### src/rtl/bcd_clock_pkg.sv
// Shared constants and BCD helpers for the extended BCD wall clock.
package bcd_clock_pkg;

    localparam logic [7:0] BCD_00 = 8'h00;
    localparam logic [7:0] BCD_01 = 8'h01;
    localparam logic [7:0] BCD_11 = 8'h11;
    localparam logic [7:0] BCD_12 = 8'h12;
    localparam logic [7:0] BCD_23 = 8'h23;
    localparam logic [7:0] BCD_59 = 8'h59;

    // Result of a two-digit BCD increment: carry is set on 99 -> 00.
    typedef struct packed {
        logic       carry;
        logic [7:0] value;
    } bcd_inc_t;

    // True when both nibbles hold a decimal digit.
    function automatic logic bcd_valid(input logic [7:0] v);
        return (v[7:4] <= 4'd9) && (v[3:0] <= 4'd9);
    endfunction

    // Two-digit BCD increment with decimal carry between nibbles.
    function automatic bcd_inc_t bcd_inc(input logic [7:0] v);
        bcd_inc_t r;
        r.carry = 1'b0;
        r.value = v;
        if (v[3:0] == 4'd9) begin
            r.value[3:0] = 4'd0;
            if (v[7:4] == 4'd9) begin
                r.value[7:4] = 4'd0;
                r.carry      = 1'b1;
            end else begin
                r.value[7:4] = v[7:4] + 4'd1;
            end
        end else begin
            r.value[3:0] = v[3:0] + 4'd1;
        end
        return r;
    endfunction

    // Next value of a BCD counter: hold, wrap to 00, or step by one.
    function automatic logic [7:0] bcd_next(input logic [7:0] v,
                                            input logic inc,
                                            input logic wrap);
        bcd_inc_t r;
        r = bcd_inc(v);
        if (!inc)
            return v;
        if (wrap || r.carry)
            return BCD_00;
        return r.value;
    endfunction

endpackage

### src/rtl/bcd_clock_ext_mod60.sv
// Two-digit BCD modulo-60 counter used for both seconds and minutes.
module bcd_mod60
    import bcd_clock_pkg::*;
(
    input  logic       clk,
    input  logic       reset_n,
    input  logic       clr,
    input  logic       ld,
    input  logic [7:0] ld_val,
    input  logic       inc,
    output logic [7:0] q,
    output logic       wrap
);

    logic [7:0] q_q;
    logic [7:0] q_d;

    // Carry-out to the next stage: this stage rolls 59 -> 00 on this edge.
    assign wrap = (q_q == BCD_59) && inc;
    assign q    = q_q;

    // Next value: clear beats load beats increment.
    always_comb begin
        q_d = q_q;
        if (clr)
            q_d = BCD_00;
        else if (ld)
            q_d = ld_val;
        else
            q_d = bcd_next(q_q, inc, q_q == BCD_59);
    end

    // Counter register.
    always_ff @(posedge clk or negedge reset_n) begin
        if (!reset_n)
            q_q <= BCD_00;
        else
            q_q <= q_d;
    end

endmodule

### src/rtl/bcd_clock_ext.sv
// BCD wall clock with 12h/24h mode, tick prescaler, checked time-set and alarm.
module bcd_clock_ext
    import bcd_clock_pkg::*;
#(
    parameter int MODE24   = 0,
    parameter int TICK_DIV = 1
) (
    input  logic       clk,
    input  logic       reset_n,
    input  logic       ena,
    input  logic       load,
    input  logic [7:0] ld_hh,
    input  logic [7:0] ld_mm,
    input  logic [7:0] ld_ss,
    input  logic       ld_pm,
    input  logic       alarm_en,
    input  logic [7:0] al_hh,
    input  logic [7:0] al_mm,
    input  logic [7:0] al_ss,
    input  logic       al_pm,
    output logic [7:0] hh,
    output logic [7:0] mm,
    output logic [7:0] ss,
    output logic       pm,
    output logic       sec_tick,
    output logic       alarm_hit,
    output logic       ld_err
);

    localparam int               CNT_W   = (TICK_DIV > 1) ? $clog2(TICK_DIV) : 1;
    localparam logic [CNT_W-1:0] CNT_MAX = CNT_W'(TICK_DIV - 1);
    localparam logic [7:0]       HH_RST  = (MODE24 != 0) ? BCD_00 : BCD_12;

    logic [CNT_W-1:0] cnt_q, cnt_d;
    logic [7:0]       hh_q, hh_d;
    logic             pm_q, pm_d;
    logic             sec_tick_q, alarm_q, ld_err_q;
    logic             alarm_d;

    logic             ld_ok, take_load, tick, adv;
    logic [7:0]       ss_val, mm_val, ss_nx, mm_nx;
    logic             ss_wrap, mm_wrap;

    // A load is legal only with decimal digits and in-range fields.
    always_comb begin
        ld_ok = bcd_valid(ld_hh) && bcd_valid(ld_mm) && bcd_valid(ld_ss) &&
                (ld_mm <= BCD_59) && (ld_ss <= BCD_59);
        if (MODE24 != 0)
            ld_ok = ld_ok && (ld_hh <= BCD_23);
        else
            ld_ok = ld_ok && (ld_hh >= BCD_01) && (ld_hh <= BCD_12);
    end

    // Any load request, accepted or not, swallows that cycle's ena.
    assign take_load = load && ld_ok;
    assign tick      = ena && !load;
    assign adv       = tick && (cnt_q == CNT_MAX);

    // Prescaler: clears on accepted load, rolls over on each second advance.
    always_comb begin
        cnt_d = cnt_q;
        if (take_load)
            cnt_d = '0;
        else if (tick)
            cnt_d = adv ? '0 : cnt_q + CNT_W'(1);
    end

    bcd_mod60 u_sec (
        .clk     (clk),
        .reset_n (reset_n),
        .clr     (1'b0),
        .ld      (take_load),
        .ld_val  (ld_ss),
        .inc     (adv),
        .q       (ss_val),
        .wrap    (ss_wrap)
    );

    bcd_mod60 u_min (
        .clk     (clk),
        .reset_n (reset_n),
        .clr     (1'b0),
        .ld      (take_load),
        .ld_val  (ld_mm),
        .inc     (ss_wrap),
        .q       (mm_val),
        .wrap    (mm_wrap)
    );

    // Hours and pm: 12,01..11 with pm flip at 11->12, or 00..23 with pm from hour.
    always_comb begin
        hh_d = hh_q;
        pm_d = pm_q;
        if (take_load) begin
            hh_d = ld_hh;
            pm_d = (MODE24 != 0) ? (ld_hh >= BCD_12) : ld_pm;
        end else if (mm_wrap) begin
            if (MODE24 != 0) begin
                hh_d = bcd_next(hh_q, 1'b1, hh_q == BCD_23);
                pm_d = (hh_d >= BCD_12);
            end else if (hh_q == BCD_12) begin
                hh_d = BCD_01;
            end else begin
                hh_d = bcd_next(hh_q, 1'b1, 1'b0);
                if (hh_q == BCD_11)
                    pm_d = ~pm_q;
            end
        end
    end

    // Alarm compares the time that a second advance is about to display.
    always_comb begin
        ss_nx   = bcd_next(ss_val, 1'b1, ss_val == BCD_59);
        mm_nx   = bcd_next(mm_val, ss_val == BCD_59, mm_val == BCD_59);
        alarm_d = adv && alarm_en &&
                  (hh_d == al_hh) && (mm_nx == al_mm) && (ss_nx == al_ss) &&
                  ((MODE24 != 0) || (pm_d == al_pm));
    end

    // State and registered pulse outputs.
    always_ff @(posedge clk or negedge reset_n) begin
        if (!reset_n) begin
            cnt_q      <= '0;
            hh_q       <= HH_RST;
            pm_q       <= 1'b0;
            sec_tick_q <= 1'b0;
            alarm_q    <= 1'b0;
            ld_err_q   <= 1'b0;
        end else begin
            cnt_q      <= cnt_d;
            hh_q       <= hh_d;
            pm_q       <= pm_d;
            sec_tick_q <= adv;
            alarm_q    <= alarm_d;
            ld_err_q   <= load && !ld_ok;
        end
    end

    assign hh        = hh_q;
    assign mm        = mm_val;
    assign ss        = ss_val;
    assign pm        = pm_q;
    assign sec_tick  = sec_tick_q;
    assign alarm_hit = alarm_q;
    assign ld_err    = ld_err_q;

endmodule

### config.mk
export PLATFORM = sky130hd
export DESIGN_NAME = bcd_clock_ext
export DESIGN_NICKNAME = d
export VERILOG_FILES = /design/src/rtl/bcd_clock_pkg.sv /design/src/rtl/bcd_clock_ext_mod60.sv /design/src/rtl/bcd_clock_ext.sv
export SDC_FILE = /design/constraint.sdc
export NUM_CORES = 1
export LEC_CHECK = 0
export ABC_AREA = 1
export CORE_ASPECT_RATIO = 1.75
export CORE_UTILIZATION = 48
export CTS_BUF_LIST = sky130_fd_sc_hd__clkbuf_2
export CTS_CLUSTER_SIZE = 20
export DETAILED_ROUTE_END_ITERATION = 6
export PLACE_DENSITY = 0.92
export SLEW_MARGIN = 20
export SYNTH_ARGS = -nofsm -noshare
export SYNTH_HDL_FRONTEND = slang
export SYNTH_SLANG_ARGS = --single-unit
### constraint.sdc
create_clock -name clk -period 2.7 [get_ports clk]
set_clock_uncertainty 0.2 [all_clocks]
set_input_delay 0.405 -clock clk [delete_from_list [all_inputs] [get_ports clk]]
set_output_delay 0.405 -clock clk [all_outputs]
set_load 0.02 [all_outputs]
==> out/results.ini, run 1 <==
[cts]
clk-insertion-delay-late_ns=0.37
ctsLongestPathBuffers=2
clk_pin_slew_ns=0.17
postCtsHoldBufs=0
cts.repair.resized=0
post-cts-setup-buffer-count=0
numCtsBuffers=5
cts_sinks=29
root_buffer=clkbuf_2
cts_tree=done
htree_num_levels=2

[synthesis]
yosys_register_bits=29
synth-edff-count=0
synth_area_leaders=dfrtp_1 25%, nand2_1 25%, inv_1 9.0%, nand3_1 8.9%, nor2_1 4.5%
synth_cell_type_count=33
yosys.area.top_type=dfrtp_1
synthCells=449
netlist_area_sq_um=2740
synthArstFlopShare=1.000
yosysWarnings=0
syn-num-nets=510
yosysMostFrequentCell=nand2_1
avgSynthCellArea_sq_um=6.103
yosys.area.top_type_share=0.2466
ys.flop_type=dfrtp_1
yosysSeqAreaShare=0.2658
synthTopCellsByCount=180 x nand2_1, 66 x inv_1, 49 x nand3_1

[sta]
tightest_slew_ns=0.3983
fin_crit_ns=2.489
hold_violations=0
drv_slew=0
whs_ns=0.2023
max_freq_ghz=0.4017
setup_viol=0
relSlewSlack=0.7345
rsz0062_at_grt=no
finalCritPeriodShare=0.9220

[global_routing]
grt.busiest_layer=met2
grt_overflow_total=0
track_usage=0.2945
met1_usage=0.2828
grt_max_degree=30
grt_pass1_vias=3174
antenna_found_initial=0
grtUsageMet3=0.04177
grt_pass1_wl_mm=13.47
grt_use_met2=0.5559

[flow_run]
drv_cap=0

[worst_setup_path]
critPathLaunchType=register
worst_r2r_endpoint=alarm_hit
r2r_cells=14
critical_path_class=reg -> reg
r2r-start=u_sec.q[1]
cp-end-kind=register
arrival_ns=2.61
path_max_fanout=11
cp.required_ns=2.83
r2r_setup_slack_ns=0.21

[layout]
drive_gt1_frac=0.08364
area_delta_synth_final_pct=34.79
final_nets=598
diodes=0
post-route-util=0.6667

[drt]
vias=3295
ant_nets=0
firstDrtPassIters=5
wire_per_inst_um=13.55
viasPerCell=5.366
drc=0
wirelength_mm=8.321
drt_iter0_drc=176

[floorplanning]
fp.dieW_um=59.12
io_pins=83
start_util=0.4946
die_area_sq_um=6027
die_h_um=102.0
rows=36
core-area_sq_um=5540

[power_and_ir_drop]
power-per-cell-area_nw_per_um2=452.6
peakVddDrop_mv=0.3847
power_leakage_nw=1.948
total_power_mw=1.672

[worst_hold_path]
min_path_type=in -> async

[status]
status=completed

[place]
dp_hpwl_mm=6.826
port_buffers=82
gp_congestion=0.8957

routing by layer:
| metal | vias up | wire length [um] |
|---|---|---|
| li1 | 1605 | - |
| met1 | 1516 | 2712 |
| met2 | 133 | 4734 |
| met3 | 41 | 398 |
| met4 | 0 | 476 |
| met5 | - | 0 |
through the flow:
stage / worst slack (ns) / TNS, ns / instances / cell area [sq um]
after floorplan: 0.5538 / 0 / 449 / 2740
after global placement: -0.02003 / -0.02003 / 606 / 3654
after detailed placement: -0.02597 / -0.02597 / 606 / 3654
after CTS: 0.2205 / 0 / 614 / 3694
after global routing: 0.05425 / 0 / 614 / 3694
final: 0.2106 / 0 / 614 / 3694
layout by cell type (no fill, tap or decap), drive strengths merged:
cell	count
nand2	189
buf	2
o21bai	1
nand3	52
o21ai	11
ha	6
o22ai	1
nor2	44
inv	74
dfstp	2
xnor2	2
o221ai	8
and2	1
a21oi	3
a221oi	5
nand3b	4
nor3	1
clkdlybuf4s50	82
a221o	1
xor2	2
clkinv	2
dfrtp	27
nand4	11
clkbuf	6
or2	1
cell families after synthesis:
logic type / after synthesis / share of synthesized area
xor+xnor: 4 / 0.01279
flops: 29 / 0.2658
fa+ha+maj: 6 / 0.02740
buf+inv: 77 / 0.1078
compound gates: 30 / 0.07717
simple gates: 303 / 0.5091
layout make-up:
cell class	instances	area [sq um]
Fill cell	487	1847
Clock buffer	6	30.03
Multi-Input combinational cell	343	1717
Timing Repair Buffer	84	835.8
Tap cell	76	95.09
Sequential cell	29	728.2
Clock inverter	2	10.01
Inverter	74	277.8
critical path, cell delays in order (launching register included):
cell and delay [ns]:
dfrtp_1 0.46, inv_1 0.09, ha_1 0.18, nand3_2 0.27
nor2_4 0.32, nand2_1 0.11, nand2_1 0.07, nand2_1 0.05
nand2_1 0.07, nand2_1 0.10, nor2_1 0.10, nand3_1 0.11
nor2_1 0.13, nand3_1 0.09, nor2_1 0.09
where the power goes:
part	switching, mW	total (mW)	internal [mW]
clock network	0.161	0.226	0.0650
registers	0.120	0.620	0.501
logic	0.467	0.825	0.359
total	0.748	1.67	0.924
sequential cells by signal (all words and copies together) (netlist names):
signal,cells
alarm_hit,1
cnt_q,1
u_sec.q,8
u_min.q,8
ld_err,1
pm,1
sec_tick,1
hh,8
worst max path at each step:
stage,start,endpoint,slack [ns],cells past startpoint
2_1_floorplan,u_sec.q[1],alarm_hit,0.55,16
3_3_place_gp,load,alarm_hit,-0.02,16
5_1_grt,u_sec.q[1],alarm_hit,0.05,14
6_report,u_sec.q[1],alarm_hit,0.21,14
4_1_cts,u_sec.q[0],alarm_hit,0.22,13
3_5_place_dp,load,alarm_hit,-0.03,16
(Power assumes the default switching activity.)
==> run 2: changes to the inputs <==
--- a/config.mk
+++ b/config.mk
@@ -11,6 +11,7 @@
 export CTS_BUF_LIST = sky130_fd_sc_hd__clkbuf_2
 export CTS_CLUSTER_SIZE = 20
 export DETAILED_ROUTE_END_ITERATION = 6
+export GPL_TIMING_DRIVEN = 0
 export PLACE_DENSITY = 0.92
 export SLEW_MARGIN = 20
 export SYNTH_ARGS = -nofsm -noshare
==> run 2 against run 1 <==
Effect of this change: cell count up 0.49%; clock-buffer cell count did not move; register-to-register slack got worse by 0.03 ns; fmax is 1.3% lower; combinational power hardly changed; sequential share of layout area fell by 0.20 points; first-iteration DRC count up 15%; routed wire length decreased by 2.7%.
==> out/results.ini, run 2 (synthesis gave the netlist of run 1 again) <==
[layout]
area_delta_synth_final_pct=36.21
final_common_cell=nand2_1
final_nets=601
finalInstanceArea_sq_um=3732
diodes=0
layout_common_cells=180 x nand2_1, 81 x clkdlybuf4s50_1, 66 x inv_1
drive_gt1_frac=0.08688
fill_cells=497

[floorplanning]
core-area_sq_um=5540
fp.dieW_um=59.12
io_pins=83
rows=36
start_util=0.4946
die_area_sq_um=6027
die_h_um=102.0

[power_and_ir_drop]
pwr-share-clk=0.185
comb_power_share=0.465
p_int_mw=1.022
netSwitchingPower_uw=742.7
switching_share=0.4207
power-per-cell-area_nw_per_um2=472.9
peakVddDrop_mv=0.5121
power_leakage_nw=1.966
total_power_mw=1.765
seqPwrFrac=0.349

[worst_setup_path]
crit_family=simple AND/OR/NAND/NOR gates
crit_path_cell_trace=inv_1, ha_1, nand2_1, nor2_4, nand2_4, nor2_8, nand2_4, nand2_1, nand2_1, nand2_2, nand2_2, nand2_1, nand2_1, nor2_1, nand3_1, nor2_1
crit_slowest_cell=dfrtp_1
critical_path_class=reg -> reg
r2r_cells=16
cp-end-kind=register
arrival_ns=2.64
path_max_fanout=9
critPathBufInv=1
critical-path-max-stage-delay_ns=0.47
cp.depth=16
crit_path_frequent_cell=nand2_1
cp.required_ns=2.82
critPathLaunchType=register

[flow_run]
drv_cap=0

[drt]
wirelength_mm=8.100
viasPerCell=5.350
drt_iter0_drc=203
vias=3301
ant_nets=0
drc=0
firstDrtPassIters=5
wire_per_inst_um=13.13

[status]
status=completed

[sta]
drv_slew=0
relSlewSlack=0.5463
finalCritPeriodShare=0.9345
setup_viol=0
tightest_slew_ns=0.6805
fin_crit_ns=2.523
whs_ns=0.3491
max_freq_ghz=0.3963
fin_tns_setup_ns=0
hold_violations=0

[worst_hold_path]
holdPathStages=1
min_path_type=reg -> reg

[cts]
cts_sinks=29
clk_pin_slew_ns=0.18
cts.repair.resized=0
htree_num_levels=2
root_buffer=clkbuf_2
numCtsBuffers=5
clk-insertion-delay-late_ns=0.38
ctsLongestPathBuffers=2
cts_tree=done

[place]
gp_congestion=0.9250
dp_hpwl_mm=6.577
port_buffers=82
placed_cell_area_sq_um=3651

[global_routing]
antenna_found_initial=0
grt_pass1_wl_mm=13.08
track_usage=0.2850
grt_pass1_vias=3025
grt_max_degree=30
grt_overflow_total=0

## run 2: cell count changes in the layout (fill, tap and decap cells not counted)
cell / change
clkinv_1: +1
clkinv_2: -2
clkdlybuf4s50_1: -1
dlygate4sd3_1: +1
buf_2: +3
bufinv_16: +1
## run 2: worst paths after layout
path	from	endpoint	slack, ns
setup / recovery	u_sec.q[1]	alarm_hit	0.18
hold / removal	cnt_q	sec_tick	0.35
setup reg to reg	u_sec.q[1]	alarm_hit	0.18
hold reg to reg	cnt_q	sec_tick	0.35
max in group asynchronous	reset_n	u_sec.q[5]	1.46
min in group asynchronous	reset_n	u_min.q[6]	0.36
## run 2: layout make-up
type / count / area (sq um) / area share
multi-input cells: 343 / 1717 / 0.4599
flip-flops and latches: 29 / 728.2 / 0.1951
repair buffers: 84 / 833.3 / 0.2233
well taps: 76 / 95.09 / 0.02548
inverters: 74 / 277.8 / 0.07442
clock buffers: 6 / 30.03 / 0.008046
plain buffers: 3 / 17.52 / 0.004693
clock inverters: 2 / 33.78 / 0.009051
## run 2: per-stage QoR
stage,util,setup WS [ns],cells
floorplan,-,0.5538,449
global placement,0.6599,0.004739,607
detailed placement,0.6590,-0.08395,607
CTS,0.6723,0.1638,616
global route,0.6737,-0.01340,617
finish,0.6737,0.1768,617
## run 2: power by group through the flow
| stage | logic, mW | registers (mW) | clock network (mW) |
|---|---|---|---|
| floorplan | 0.411 | 0.679 | 0 |
| global placement | 0.791 | 0.619 | 0 |
| detailed placement | 0.812 | 0.620 | 0 |
| CTS | 0.816 | 0.613 | 0.328 |
| global route | 0.901 | 0.629 | 0.346 |
| finish | 0.822 | 0.616 | 0.327 |
## run 2: what timing repair did
action	CTS	global route
setup endpoints to repair	0	1
hold buffers	1	0
endpoints found under the hold margin	27	0
buffers inserted	0	1
## run 2: layer usage
metal	vias up	part of all wire	track usage
li1	1612	-	-
met1	1512	0.35	0.2791
met2	150	0.56	0.5594
met3	27	0.047	0.03038
met4	0	0.040	0.1502
met5	-	0	0
